==> config.mk <==
export PLATFORM = sky130hd
export DESIGN_NAME = mem_lsu
export DESIGN_NICKNAME = d
export VERILOG_FILES = /design/src/rtl/lsu_pkg.sv /design/src/rtl/lsu_align.sv /design/src/rtl/mem_lsu.sv
export SDC_FILE = /design/constraint.sdc
export NUM_CORES = 1
export LEC_CHECK = 0
export ABC_AREA = 1
export BUFFER_PORTS_ARGS = -buffer_cell sky130_fd_sc_hd__buf_2
export CAP_MARGIN = 25
export CORE_ASPECT_RATIO = 1.1
export CORE_MARGIN = 10
export CORE_UTILIZATION = 46
export DETAILED_ROUTE_END_ITERATION = 8
export HOLD_SLACK_MARGIN = 0.1
export PLACE_DENSITY = 0.74
export SLEW_MARGIN = 30
export SYNTH_ARGS = -nofsm -noshare
export SYNTH_HDL_FRONTEND = slang
export SYNTH_SLANG_ARGS = --single-unit
==> constraint.sdc <==
create_clock -name clk -period 1.9 [get_ports clk]
set_input_delay 0.19 -clock clk [delete_from_list [all_inputs] [get_ports clk]]
set_output_delay 0.19 -clock clk [all_outputs]
set_load 0.05 [all_outputs]
==> src/rtl/lsu_pkg.sv <==
// Shared constants for the MEM-stage load/store unit: access widths, FSM states, exception causes.
package lsu_pkg;

    localparam logic [2:0] F3_B  = 3'b000;
    localparam logic [2:0] F3_H  = 3'b001;
    localparam logic [2:0] F3_W  = 3'b010;
    localparam logic [2:0] F3_BU = 3'b100;
    localparam logic [2:0] F3_HU = 3'b101;

    typedef enum logic [1:0] {
        StIdle    = 2'd0,
        StReq     = 2'd1,
        StWaitRsp = 2'd2,
        StDone    = 2'd3
    } lsu_state_e;

    localparam logic [1:0] EXC_ILLEGAL  = 2'd0;
    localparam logic [1:0] EXC_MISALIGN = 2'd1;
    localparam logic [1:0] EXC_FAULT    = 2'd2;
    localparam logic [1:0] EXC_TIMEOUT  = 2'd3;

endpackage

==> src/rtl/lsu_align.sv <==
// Lane alignment: store byte enables / replicated write data, and load lane extract with extension.
module lsu_align
    import lsu_pkg::*;
(
    input  logic [1:0]  st_size_i,
    input  logic [1:0]  st_off_i,
    input  logic [31:0] st_data_i,
    output logic [3:0]  st_be_o,
    output logic [31:0] st_wdata_o,
    input  logic [2:0]  ld_func3_i,
    input  logic [1:0]  ld_off_i,
    input  logic [31:0] ld_rdata_i,
    output logic [31:0] ld_data_o
);

    logic [31:0] lane;

    always_comb begin
        st_be_o    = 4'b1111;
        st_wdata_o = st_data_i;
        case (st_size_i)
            2'b00: begin
                st_be_o    = 4'b0001 << st_off_i;
                st_wdata_o = {4{st_data_i[7:0]}};
            end
            2'b01: begin
                st_be_o    = 4'b0011 << st_off_i;
                st_wdata_o = {2{st_data_i[15:0]}};
            end
            default: ;
        endcase
    end

    always_comb begin
        lane      = ld_rdata_i >> {ld_off_i, 3'b000};
        ld_data_o = lane;
        case (ld_func3_i)
            F3_B:    ld_data_o = {{24{lane[7]}}, lane[7:0]};
            F3_H:    ld_data_o = {{16{lane[15]}}, lane[15:0]};
            F3_BU:   ld_data_o = {24'h0, lane[7:0]};
            F3_HU:   ld_data_o = {16'h0, lane[15:0]};
            default: ;
        endcase
    end

endmodule

==> src/rtl/mem_lsu.sv <==
// MEM-stage load/store unit: checks the access, runs one valid/ready bus transaction with a
// timeout, stalls the pipeline while it is outstanding, and returns extended load data.
module mem_lsu
    import lsu_pkg::*;
#(
    parameter logic [31:0] USER_BASE = 32'h0000_8000,
    parameter int unsigned TIMEOUT   = 16
) (
    input  logic        clk,
    input  logic        rstn,
    input  logic [31:0] me_alu_o,
    input  logic [31:0] me_regs_data2,
    input  logic        me_mem_read,
    input  logic        me_mem_write,
    input  logic [2:0]  me_func3_code,
    input  logic [1:0]  me_priv_mode,
    output logic        dbus_req_valid,
    input  logic        dbus_req_ready,
    output logic        dbus_we,
    output logic [31:0] dbus_addr,
    output logic [3:0]  dbus_be,
    output logic [31:0] dbus_wdata,
    input  logic        dbus_rsp_valid,
    input  logic [31:0] dbus_rdata,
    output logic        stall_o,
    output logic        ld_valid,
    output logic [31:0] ld_data,
    output logic        exc_valid,
    output logic [1:0]  exc_cause,
    output logic [31:0] exc_addr
);

    localparam int unsigned TimerW = ($clog2(TIMEOUT) > 0) ? $clog2(TIMEOUT) : 1;
    localparam logic [TimerW-1:0] TimerMax = TimerW'(TIMEOUT - 1);

    lsu_state_e        state_q, state_d;
    logic [TimerW-1:0] timer_q, timer_d;
    logic              we_q, we_d;
    logic [31:0]       addr_q, addr_d;
    logic [3:0]        be_q, be_d;
    logic [31:0]       wdata_q, wdata_d;
    logic [2:0]        func3_q, func3_d;
    logic              ld_valid_q, ld_valid_d;
    logic [31:0]       ld_data_q, ld_data_d;
    logic              exc_valid_q, exc_valid_d;
    logic [1:0]        exc_cause_q, exc_cause_d;
    logic [31:0]       exc_addr_q, exc_addr_d;

    logic        access, illegal, misaligned, fault, err, timeout;
    logic [1:0]  err_cause;
    logic [3:0]  st_be;
    logic [31:0] st_wdata, ld_extract;

    lsu_align u_align (
        .st_size_i  (me_func3_code[1:0]),
        .st_off_i   (me_alu_o[1:0]),
        .st_data_i  (me_regs_data2),
        .st_be_o    (st_be),
        .st_wdata_o (st_wdata),
        .ld_func3_i (func3_q),
        .ld_off_i   (addr_q[1:0]),
        .ld_rdata_i (dbus_rdata),
        .ld_data_o  (ld_extract)
    );

    always_comb begin
        access     = me_mem_read | me_mem_write;
        illegal    = me_mem_write ? (me_func3_code > F3_W)
                                  : (me_func3_code == 3'b011 || me_func3_code[2:1] == 2'b11);
        misaligned = (me_func3_code[1:0] == 2'b01 && me_alu_o[0]) ||
                     (me_func3_code[1:0] == 2'b10 && me_alu_o[1:0] != 2'b00);
        fault      = (me_priv_mode == 2'b00) && (me_alu_o < USER_BASE);
        err        = access && (illegal || misaligned || fault);
        err_cause  = illegal ? EXC_ILLEGAL : (misaligned ? EXC_MISALIGN : EXC_FAULT);
        timeout    = (timer_q == TimerMax);
    end

    always_comb begin
        state_d     = state_q;
        timer_d     = timer_q;
        stall_o     = 1'b0;
        we_d        = we_q;
        addr_d      = addr_q;
        be_d        = be_q;
        wdata_d     = wdata_q;
        func3_d     = func3_q;
        ld_valid_d  = 1'b0;
        ld_data_d   = ld_data_q;
        exc_valid_d = 1'b0;
        exc_cause_d = exc_cause_q;
        exc_addr_d  = exc_addr_q;
        unique case (state_q)
            StIdle: begin
                if (access && err) begin
                    exc_valid_d = 1'b1;
                    exc_cause_d = err_cause;
                    exc_addr_d  = me_alu_o;
                end else if (access) begin
                    stall_o = 1'b1;
                    state_d = StReq;
                    timer_d = '0;
                    we_d    = me_mem_write;
                    addr_d  = me_alu_o;
                    be_d    = st_be;
                    wdata_d = st_wdata;
                    func3_d = me_func3_code;
                end
            end
            StReq: begin
                // Timeout wins over a same-cycle ready: the request is abandoned either way.
                if (timeout) begin
                    state_d     = StIdle;
                    exc_valid_d = 1'b1;
                    exc_cause_d = EXC_TIMEOUT;
                    exc_addr_d  = addr_q;
                end else begin
                    stall_o = 1'b1;
                    timer_d = timer_q + 1'b1;
                    if (dbus_req_ready) begin
                        state_d = StWaitRsp;
                    end
                end
            end
            StWaitRsp: begin
                if (dbus_rsp_valid) begin
                    stall_o = 1'b1;
                    state_d = StDone;
                    if (!we_q) begin
                        ld_valid_d = 1'b1;
                        ld_data_d  = ld_extract;
                    end
                end else if (timeout) begin
                    state_d     = StIdle;
                    exc_valid_d = 1'b1;
                    exc_cause_d = EXC_TIMEOUT;
                    exc_addr_d  = addr_q;
                end else begin
                    stall_o = 1'b1;
                    timer_d = timer_q + 1'b1;
                end
            end
            StDone: state_d = StIdle;
            default: state_d = StIdle;
        endcase
    end

    always_ff @(posedge clk) begin
        if (!rstn) begin
            state_q     <= StIdle;
            timer_q     <= '0;
            we_q        <= 1'b0;
            addr_q      <= '0;
            be_q        <= '0;
            wdata_q     <= '0;
            func3_q     <= '0;
            ld_valid_q  <= 1'b0;
            ld_data_q   <= '0;
            exc_valid_q <= 1'b0;
            exc_cause_q <= '0;
            exc_addr_q  <= '0;
        end else begin
            state_q     <= state_d;
            timer_q     <= timer_d;
            we_q        <= we_d;
            addr_q      <= addr_d;
            be_q        <= be_d;
            wdata_q     <= wdata_d;
            func3_q     <= func3_d;
            ld_valid_q  <= ld_valid_d;
            ld_data_q   <= ld_data_d;
            exc_valid_q <= exc_valid_d;
            exc_cause_q <= exc_cause_d;
            exc_addr_q  <= exc_addr_d;
        end
    end

    assign dbus_req_valid = (state_q == StReq);
    assign dbus_we        = we_q;
    assign dbus_addr      = {addr_q[31:2], 2'b00};
    assign dbus_be        = be_q;
    assign dbus_wdata     = wdata_q;
    assign ld_valid       = ld_valid_q;
    assign ld_data        = ld_data_q;
    assign exc_valid      = exc_valid_q;
    assign exc_cause      = exc_cause_q;
    assign exc_addr       = exc_addr_q;

endmodule

---- Word-level counts from Yosys, hierarchy flattened ----
Cells that the tools add are included.
storage, ports and cells
  register bits after elaboration ......... 146
  output and inout port bits .............. 139
cells by class
  $add $sub $neg .......................... 1
  order comparisons ....................... 2
  equal/unequal tests ..................... 17
  shifts and indexed selects .............. 3
  mux-type cells .......................... 36
  bitwise gates (word level) .............. 3
  reductions and logical operators ........ 21
operator list
  operator                                                                        count
  32-bit case mux with 4 select lines                                             1
  32-bit 2-to-1 mux                                                               3
  32-bit case mux with 3 select lines                                             1
  32-bit case mux with 2 select lines                                             1
  32-bit by 16-bit less-than comparator with 1-bit output, second input constant  1
  32-bit by 5-bit right shift with 32-bit output                                  1
  2-bit 2-to-1 mux                                                                11
  4-bit 2-to-1 mux                                                                4
  4-bit case mux with 3 select lines                                              1
  3-bit AND reduction                                                             4
  1-bit 2-to-1 mux                                                                9
  2-bit equality test, second input constant                                      4
  2-bit inequality test, second input constant                                    4
  2-bit case mux with 4 select lines                                              1
  4-bit case mux with 2 select lines                                              1
  4-bit AND reduction                                                             2
  3-bit equality test, second input constant                                      2
  2-bit logical NOT                                                               3
  1-bit case mux with 3 select lines                                              2
  2-bit case mux with 3 select lines                                              1
  1-bit logical AND                                                               5
  4-bit by 1-bit adder with 4-bit output, second input constant                   1
  2-bit by 1-bit equality test with 1-bit output, second input constant           2
  4-bit equality test, second input constant                                      1
  13 further kinds                                                                17

---- Longest topological paths before layout ----
Gate-level depths: netlist of run 1.
  depth in word-level cells ............... 9
  gate-level depth with buffers ........... 13
  gate-level depth less buffers ........... 12

---- Cells and area by module ----
From an unflattened synthesis of run 1, not the netlist that was laid out.
second synthesis, totals
  cells, all modules ...................... 1158
  area, all modules ....................... 7611.0 sq um
by module, submodules not included
  module     times used  cells each  area an instance (sq um)  seq. area each (sq um)
  mem_lsu    1           902         6296.0                    2922.8
  lsu_align  1           256         1315.0                    0.0

---- Worst setup path before layout of run 1 ----
Ideal clock, no wire load.
  kind .................................... flip-flop to output port
  start ................................... register state_q[1]
  end ..................................... output port stall_o
  arrival time ............................ 1.835 ns
  required time ........................... 1.710 ns
  setup slack ............................. -0.125 ns
  cell stages (with the launch flop) ...... 5
  path buffers ............................ 0
  cell sequence ........................... dfxtp_1 inv_1 ha_1 o22ai_1 a21oi_1
on the way
  longest elaborated chain between the ends .. 2
  elaborated cells between the ends (all ways) .. 4
ends and longest elaborated chain
  item                                            line            source
  from (decl)                                     mem_lsu.sv:36   lsu_state_e state_q, state_d;
  from (signal assigned)                          mem_lsu.sv:149  state_q <= StIdle;
  from (signal assigned)                          mem_lsu.sv:162  state_q <= state_d;
  2-bit by 1-bit equality test with 1-bit output  --
  net dbus_req_valid                              mem_lsu.sv:17   output logic dbus_req_valid,
  1-bit case mux with 3 select lines              mem_lsu.sv:92   unique case (state_q)
  to (decl)                                       mem_lsu.sv:25   output logic stall_o,
The timed path passes the listed nets, and every way through them passes these cells.

---- Final worst setup path of run 1 ----
  start ................................... register state_q[1]
  end ..................................... output port stall_o
on the way
  longest elaborated chain between the ends .. 2
  elaborated cells between the ends (all ways) .. 4
ends and longest elaborated chain
  item                                               line
  2-bit equality test, or another cell as far along  mem_lsu.sv:92
  1-bit case mux with 3 select lines (*)             mem_lsu.sv:92
Mark *: on every way between the ends. The rest lies on a longest branch, timed or not.

==> summary.md, run 1 <==
| Metric | Value |
|---|---|
| Run status | `finished, final reports clean` |
| Initial core utilization | `0.466` |
| Peak VDD IR | `around 630 µV` |
| Number of global-route vias before repair | `approximately 7.4k` |
| Ys Warns | `0` |
| Remaining global-route overflow | `0` |
| GPL Wtd Cong | `roughly 0.86` |
| Vias per inst | `roughly 4.9` |
| Cell depth of the worst setup path | `5` |
| Clk_lat worst skew | `~0.42 ns` |
| Via count | `7527` |
| Design Power | `~12 mW` |
| Dominant cell type by area after synthesis | `dfxtp_1` |
| Post-DR wirelength/cell | `around 15 µm` |
| CP endpoint | `stall_o` |
| DP HPWL | `roughly 16 mm` |
| Htree depth | `4` |
| Simple-gate share of the synthesized area | `0.256` |
| Fraction of layout cells with a size suffix above 1 | `0.232` |
| ANT nets after route | `0` |
| PwrDens | `about 1200 nW/µm²` |
| Syn Inst Count | `approximately 1.1k` |
| CTS sink count | `roughly 150` |
| CTS tree | `yes` |
| Final WL | `about 23 mm` |
| CP max stage cell | `dfxtp_1` |
| Clock Skew | `0.00656 ns` |
| NumNets Final | `1424` |
| Synth Area in Compound Gates | `0.183` |
| Switching Fraction | `0.401` |
| Critical path data required time | `between 1.5 and 2 ns` |
| Placed Cells | `around 1.4k` |
| Final min period | `1.85 ns` |
| Count leader, synth | `nand2_1` |
| FF-to-FF Start | `state_q[1]` |
| Worst Hold Path Cells | `5` |
| Main synth FF type | `dfxtp_1` |
| Layout area overhead | `30.7%` |
| Util after Layout | `0.609` |
| CP delay by family, top | `flip-flops` |
| Non-filler instance count after layout | `between 1.5k and 2k` |
| Syn Area/Cell | `between 6 and 7 µm²` |
| Largest net degree at the start of global routing | `between 100 and 150` |
| Crit path max fanout | `4` |
| Post-synth cell types | `33` |
| Critical path's largest stage delay | `between 0.3 and 0.4 ns` |
| Final setup violation count | `0` |
| Worst Path Arrival | `1.66 ns` |
| Initial antenna violation count | `0` |
| CP Launch Type | `register` |
| P_leak | `4.96 nW` |
| Worst-path clk slew | `about 0.060 ns` |
| Worst hold slack | `0.122 ns` |
| Hold crit path type | `input pin to register` |
| Crit path buffers/inverters | `2` |
| Reg2Reg Capture Point | `timer_q[1]` |
| CP startpoint | `state_q[1]` |
| EDFF count, synth | `0` |
| Clk network pwr share | `0.312` |
| Net Sw Power | `approximately 4.7 mW` |
| Inserted Clock Buffers | `17` |
| Period utilization | `0.975` |
| Seq pwr share | `0.322` |
| # Post-CTS Setup Buffers | `0` |
| Multiplexer share of the synthesized area | `0` |
| Post-synth top area share | `0.403` |
| RSZ-0062 raised after global routing | `yes` |
| Critical path, cell by cell | `inv_1 -> ha_2 -> nand4_4 -> a21oi_2 -> buf_6` |
| DRC viols | `0` |
| Seq/Total Area, Yosys | `0.403` |
| Slew headroom | `0.412` |
| First-pass GRT wire length | `around 37 mm` |
| Final hold viol count | `0` |
| Worst-Margin Slew | `about 0.88 ns` |
| Most instantiated cells after synthesis | `nand2_1, dfxtp_1, nor2_1` |
| Core area | `roughly 16000 µm²` |
| Cell Int Power | `6.99 mW` |
| Clock root cell | `clkbuf_16` |
| Max frequency | `about 540 MHz` |
| Total track usage | `0.208` |
| Largest family of logic cells by synthesized area | `simple AND/OR/NAND/NOR gates` |
| Xor and xnor area share after synthesis | `0.00121` |
| Max-Cap Viols | `0` |
| I/O Buffers | `243` |
| Cell area after synthesis | `~7200 µm²` |
| I/O pins | `between 200 and 250` |
| Crit path capture type | `primary output` |
| Die H | `approximately 150 µm` |
| Die ar. | `approximately 21000 µm²` |
| Die width | `approximately 140 µm` |
| DR iter-0 viols | `just under 500` |
| Adder-cell share of the synthesized area | `0.0104` |
| Cell count of the worst reg-to-reg path | `7` |
| Logic pwr share | `0.366` |
| Post-synthesis register bit count | `approximately 150` |
| Slew Viols, Final | `0` |
| Drt first pass iters | `5` |
| Maximum root-to-sink buffer count | `2` |
| Synth top area cells | `dfxtp_1, nand2_1, nor2_1, inv_1, a21oi_1` |
| Reg2reg setup slack | `around 0.090 ns` |
| # rows | `between 40 and 50` |
| Async S/R FF share, synth | `0` |
| CP Class | `register to primary output` |
cell usage in the layout, fill, tap and decap left out, types with 2 or more instances in the layout:
cell / synthesis / layout
nand2_1: 297 / 296
buf_2: 12 / 241
dfxtp_1: 146 / 146
nor2_1: 127 / 125
inv_1: 123 / 121
a21oi_1: 89 / 88
o21ai_0: 77 / 77
dlygate4sd3_1: 0 / 42
o211ai_1: 38 / 38
nand3_1: 31 / 31
clkbuf_16: 0 / 18
o21ai_1: 16 / 16
buf_4: 38 / 10
a31oi_1: 8 / 8
o31ai_1: 7 / 7
buf_12: 0 / 7
inv_2: 3 / 5
bufinv_16: 0 / 5
nand4_1: 4 / 4
ha_1: 6 / 4
clkbuf_1: 39 / 4
nor2_2: 1 / 3
or2_2: 3 / 3
clkinv_2: 0 / 3
nand2_2: 1 / 2
o22ai_1: 2 / 2
conb_1: 1 / 2
worst min path at each step:
| stage | slack [ns] | start | to |
|---|---|---|---|
| 2_1_floorplan | 0.32 | me_mem_write | dbus_we |
| 3_3_place_gp | 0.44 | me_alu_o[7] | addr_q[7] |
| 3_5_place_dp | 0.45 | me_alu_o[12] | addr_q[12] |
| 4_1_cts | 0.11 | me_regs_data2[17] | dbus_wdata[17] |
| 5_1_grt | 0.14 | me_regs_data2[23] | dbus_wdata[23] |
| 6_report | 0.12 | me_regs_data2[19] | dbus_wdata[19] |
stage by stage:
step	setup TNS [ns]	setup slack, ns	area [µm²]
5_1_grt	-0.0768	-0.0297	9470
4_1_cts	0	0.00138	9430
3_3_place_gp	0	0.142	8360
6_report	0	0.0466	9470
3_5_place_dp	0	0.0992	8360
2_1_floorplan	0	0.155	7250
what timing repair did:
| item | in CTS | in global routing |
|---|---|---|
| resized for setup | 5 | 3 |
| cloned | 0 | 1 |
| endpoints found under the setup margin | 1 | 12 |
| hold buffers | 42 | 0 |
| pin swaps | 0 | 1 |
| hold endpoints to repair | 42 | 0 |
logic make-up after synthesis:
family	Yosys count
AOI/OAI and AO/OA	239
and+or+nand+nor	469
xor gates and xnor gates	1
adders and majority gates	6
DFF	146
other	1
buffers and inverters	226
power by group through the flow:
stage	registers [mW]	logic, mW	clock network [mW]
floorplan	4.87	2.20	0
global placement	3.80	4.06	0
detailed placement	3.81	4.11	0
CTS	3.75	4.21	3.71
global route	3.80	4.67	3.84
finish	3.75	4.27	3.65
registers in the layout, summed over array words and instances (netlist names), 2 cells and up:
register / count
addr_q: 32
exc_cause: 2
state_q: 2
dbus_be: 4
func3_q: 3
exc_addr: 32
timer_q: 4
dbus_wdata: 32
ld_data: 32
per-layer routing:
metal	global-route usage	vias to the layer above	wire length [µm]
li1	-	3868	-
met1	0.247	3366	9870
met2	0.344	265	10900
met3	0.0729	28	1970
met4	0.0718	0	421
met5	0	-	0
worst reg2reg max path, stage by stage, from the launching register on:
cell and delay [ns]:
dfxtp_1 0.41, inv_1 0.11, ha_2 0.46, inv_1 0.13, o21a_1 0.26, nand2_1 0.15, nand2_1 0.06, a21oi_1 0.15
cell type report:
type | instances | area, µm²
fill | 1424 | 6090
multi-input combinational | 717 | 3300
sequential | 146 | 2920
timing repair buffer | 302 | 1880
inverter | 127 | 477
clock buffer | 22 | 454
tap | 200 | 250
clock inverter | 10 | 181
antenna | 1 | 2.50
Note: power is estimated with default switching activity, not from simulation.
==> inputs of run 2 (changes only) <==
RECOVER_POWER = 25   (was unset)
==> run 2 against run 1 <==
Largest cell class unchanged; power down 0.44%; cell count unchanged; sequential power about the same; first-iteration DRC count down 9.3%; cell area down 0.91%; highest routed layer unchanged; hold slack worse by 0.0018 ns; maximum frequency about the same; clock-buffer cell count unchanged; largest power group unchanged; utilization down 0.55 points; routed wire length up 0.18%; critical path depth unchanged.
==> summary.md, run 2 (same netlist as run 1, synthesis figures left out) <==
| Metric | Value |
|---|---|
| CP Launch Type | `register (unchanged)` |
| Initial core utilization | `0.466 (unchanged)` |
| Setup TNS | `0 ns (unchanged)` |
| Fraction of layout cells with a size suffix above 1 | `0.180 (was 0.232)` |
| Total track usage | `0.208 (unchanged)` |
| ANT nets after route | `0 (unchanged)` |
| Die H | `152 µm (unchanged)` |
| # rows | `48 (unchanged)` |
| Max frequency | `540 MHz (about the same)` |
| Clock Skew | `0.00888 ns (was 0.00656 ns)` |
| Largest net degree at the start of global routing | `111 (unchanged)` |
| Drt first pass iters | `4 (was 5)` |
| Post-Place Cell Area | `8360 µm² (unchanged)` |
| Hold crit path type | `input pin to register (unchanged)` |
| DR iter-0 viols | `451 (was 497)` |
| Final min period | `1.85 ns (about the same)` |
| CP Class | `register to primary output (unchanged)` |
| Post-DR wirelength/cell | `15.2 µm (about the same)` |
| Final setup violation count | `0 (unchanged)` |
| Vias per inst | `4.96 (was 4.94)` |
| Critical path, cell by cell | `inv_1 -> ha_2 -> nand4_4 -> a21oi_2 -> buf_6 (unchanged)` |
| RSZ-0062 raised after global routing | `yes (unchanged)` |
| Clock root cell | `clkbuf_16 (unchanged)` |
| Via count | `7561 (was 7527)` |
| Final WL | `23.2 mm (about the same)` |
| Initial antenna violation count | `0 (unchanged)` |
| Most frequent cells in the layout | `nand2_1, buf_2, dfxtp_1 (unchanged)` |
| Htree depth | `4 (unchanged)` |
| Die width | `140 µm (unchanged)` |
| GPL Wtd Cong | `0.864 (unchanged)` |
| PwrDens | `1240 nW/µm² (was 1230 nW/µm²)` |
| Slew headroom | `0.409 (was 0.412)` |
| Crit path capture type | `primary output (unchanged)` |
| Worst-Margin Slew | `0.883 ns (was 0.878 ns)` |
| Layout area overhead | `29.5% (was 30.7%)` |
| Die ar. | `21200 µm² (unchanged)` |
| CTS tree | `yes (unchanged)` |
| Period utilization | `0.975 (about the same)` |
| Worst-path clk slew | `0.06 ns (about the same)` |
| Worst Path Arrival | `1.66 ns (about the same)` |
| Crit path max fanout | `4 (unchanged)` |
| I/O Buffers | `243 (unchanged)` |
| Core area | `15600 µm² (unchanged)` |
| Max-Cap Viols | `0 (unchanged)` |
| Maximum root-to-sink buffer count | `2 (unchanged)` |
| CP max stage cell | `dfxtp_1 (unchanged)` |
| Critical path data required time | `1.71 ns (about the same)` |
| NumNets Final | `1424 (unchanged)` |
| Clk_lat worst skew | `0.42 ns (about the same)` |
| I/O pins | `246 (unchanged)` |
| CTS sink count | `146 (unchanged)` |
| DP HPWL | `16.1 mm (unchanged)` |
| Final hold viol count | `0 (unchanged)` |
| Inserted Clock Buffers | `17 (unchanged)` |
| Final Cell Area | `9380 µm² (was 9470 µm²)` |
| Remaining global-route overflow | `0 (unchanged)` |
| Commonest non-fill, non-tap cell in the layout | `nand2_1 (unchanged)` |
| Reg2reg setup slack | `0.09 ns (about the same)` |
| Fill count | `1469 (was 1424)` |
| Slew Viols, Final | `0 (unchanged)` |
| Worst hold slack | `0.121 ns (was 0.122 ns)` |
| Util after Layout | `0.603 (was 0.609)` |
| # Post-CTS Setup Buffers | `0 (unchanged)` |
| First-pass GRT wire length | `36.6 mm (unchanged)` |
| Run status | `finished, final reports clean (unchanged)` |
| DRC viols | `0 (unchanged)` |
| Peak VDD IR | `626 µV (was 627 µV)` |
| P_leak | `4.69 nW (was 4.96 nW)` |
| Critical path's largest stage delay | `0.36 ns (about the same)` |
| Number of global-route vias before repair | `7354 (unchanged)` |
-- run 2: changes by cell type in the layout (fill, tap and decap cells not counted) --
cell      delta
buf_2       -69
clkbuf_1    +69
-- run 2: layer usage --
| metal | routed length, µm | track usage |
|---|---|---|
| met5 | 0 | 0 |
| met3 | 1980 | 0.0729 |
| met1 | 9900 | 0.247 |
| met4 | 441 | 0.0718 |
| met2 | 10900 | 0.344 |
-- run 2: area by class of cell --
| type | count | area, µm² | share of cell area |
|---|---|---|---|
| Clock buffer | 22 | 454 | 0.0484 |
| Antenna cell | 1 | 2.50 | 0.000267 |
| Multi-Input combinational cell | 717 | 3300 | 0.352 |
| Tap cell | 200 | 250 | 0.0267 |
| Clock inverter | 10 | 181 | 0.0193 |
| Timing Repair Buffer | 302 | 1790 | 0.191 |
| Inverter | 127 | 477 | 0.0508 |
| Sequential cell | 146 | 2920 | 0.312 |
-- run 2: where the power goes --
part	total, mW	internal (mW)	switching [mW]
sequential	3.76	3.50	0.260
combinational	4.21	1.06	3.15
clock	3.65	2.36	1.29
-- run 2: what timing repair did --
| item | CTS | global route |
|---|---|---|
| pin swaps | 0 | 1 |
| hold buffers | 42 | 0 |
| hold endpoints to repair | 42 | 0 |
| gates resized for setup | 5 | 3 |
| gates cloned | 0 | 1 |
| setup endpoints to repair | 1 | 12 |
-- run 2: per-stage QoR --
stage          power [mW]  setup slack (ns)  cells
2_1_floorplan        7.07             0.155   1089
3_3_place_gp         7.86             0.142   1449
3_5_place_dp         7.92            0.0992   1449
4_1_cts              11.7           0.00138   1523
5_1_grt              12.3           -0.0297   1524
6_report             11.6            0.0474   1525
-- run 2: worst paths after layout --
path,start,end,cells after the start
max reg2reg,state_q[1],timer_q[1],7
min reg2reg,dbus_wdata[29],dbus_wdata[29],2
max,state_q[1],stall_o,5
min,me_regs_data2[19],dbus_wdata[19],5
-- run 2: worst max-delay path, delay by kind of cell, from the launching register on --
| kind | cells | cell delay, ns |
|---|---|---|
| flip-flops | 1 | 0.36 |
| buffers and inverters | 2 | 0.31 |
| adder cells (fa/ha/maj) | 1 | 0.24 |
| AO/OA/AOI/OAI | 1 | 0.20 |
| AND/OR/NAND/NOR | 1 | 0.14 |
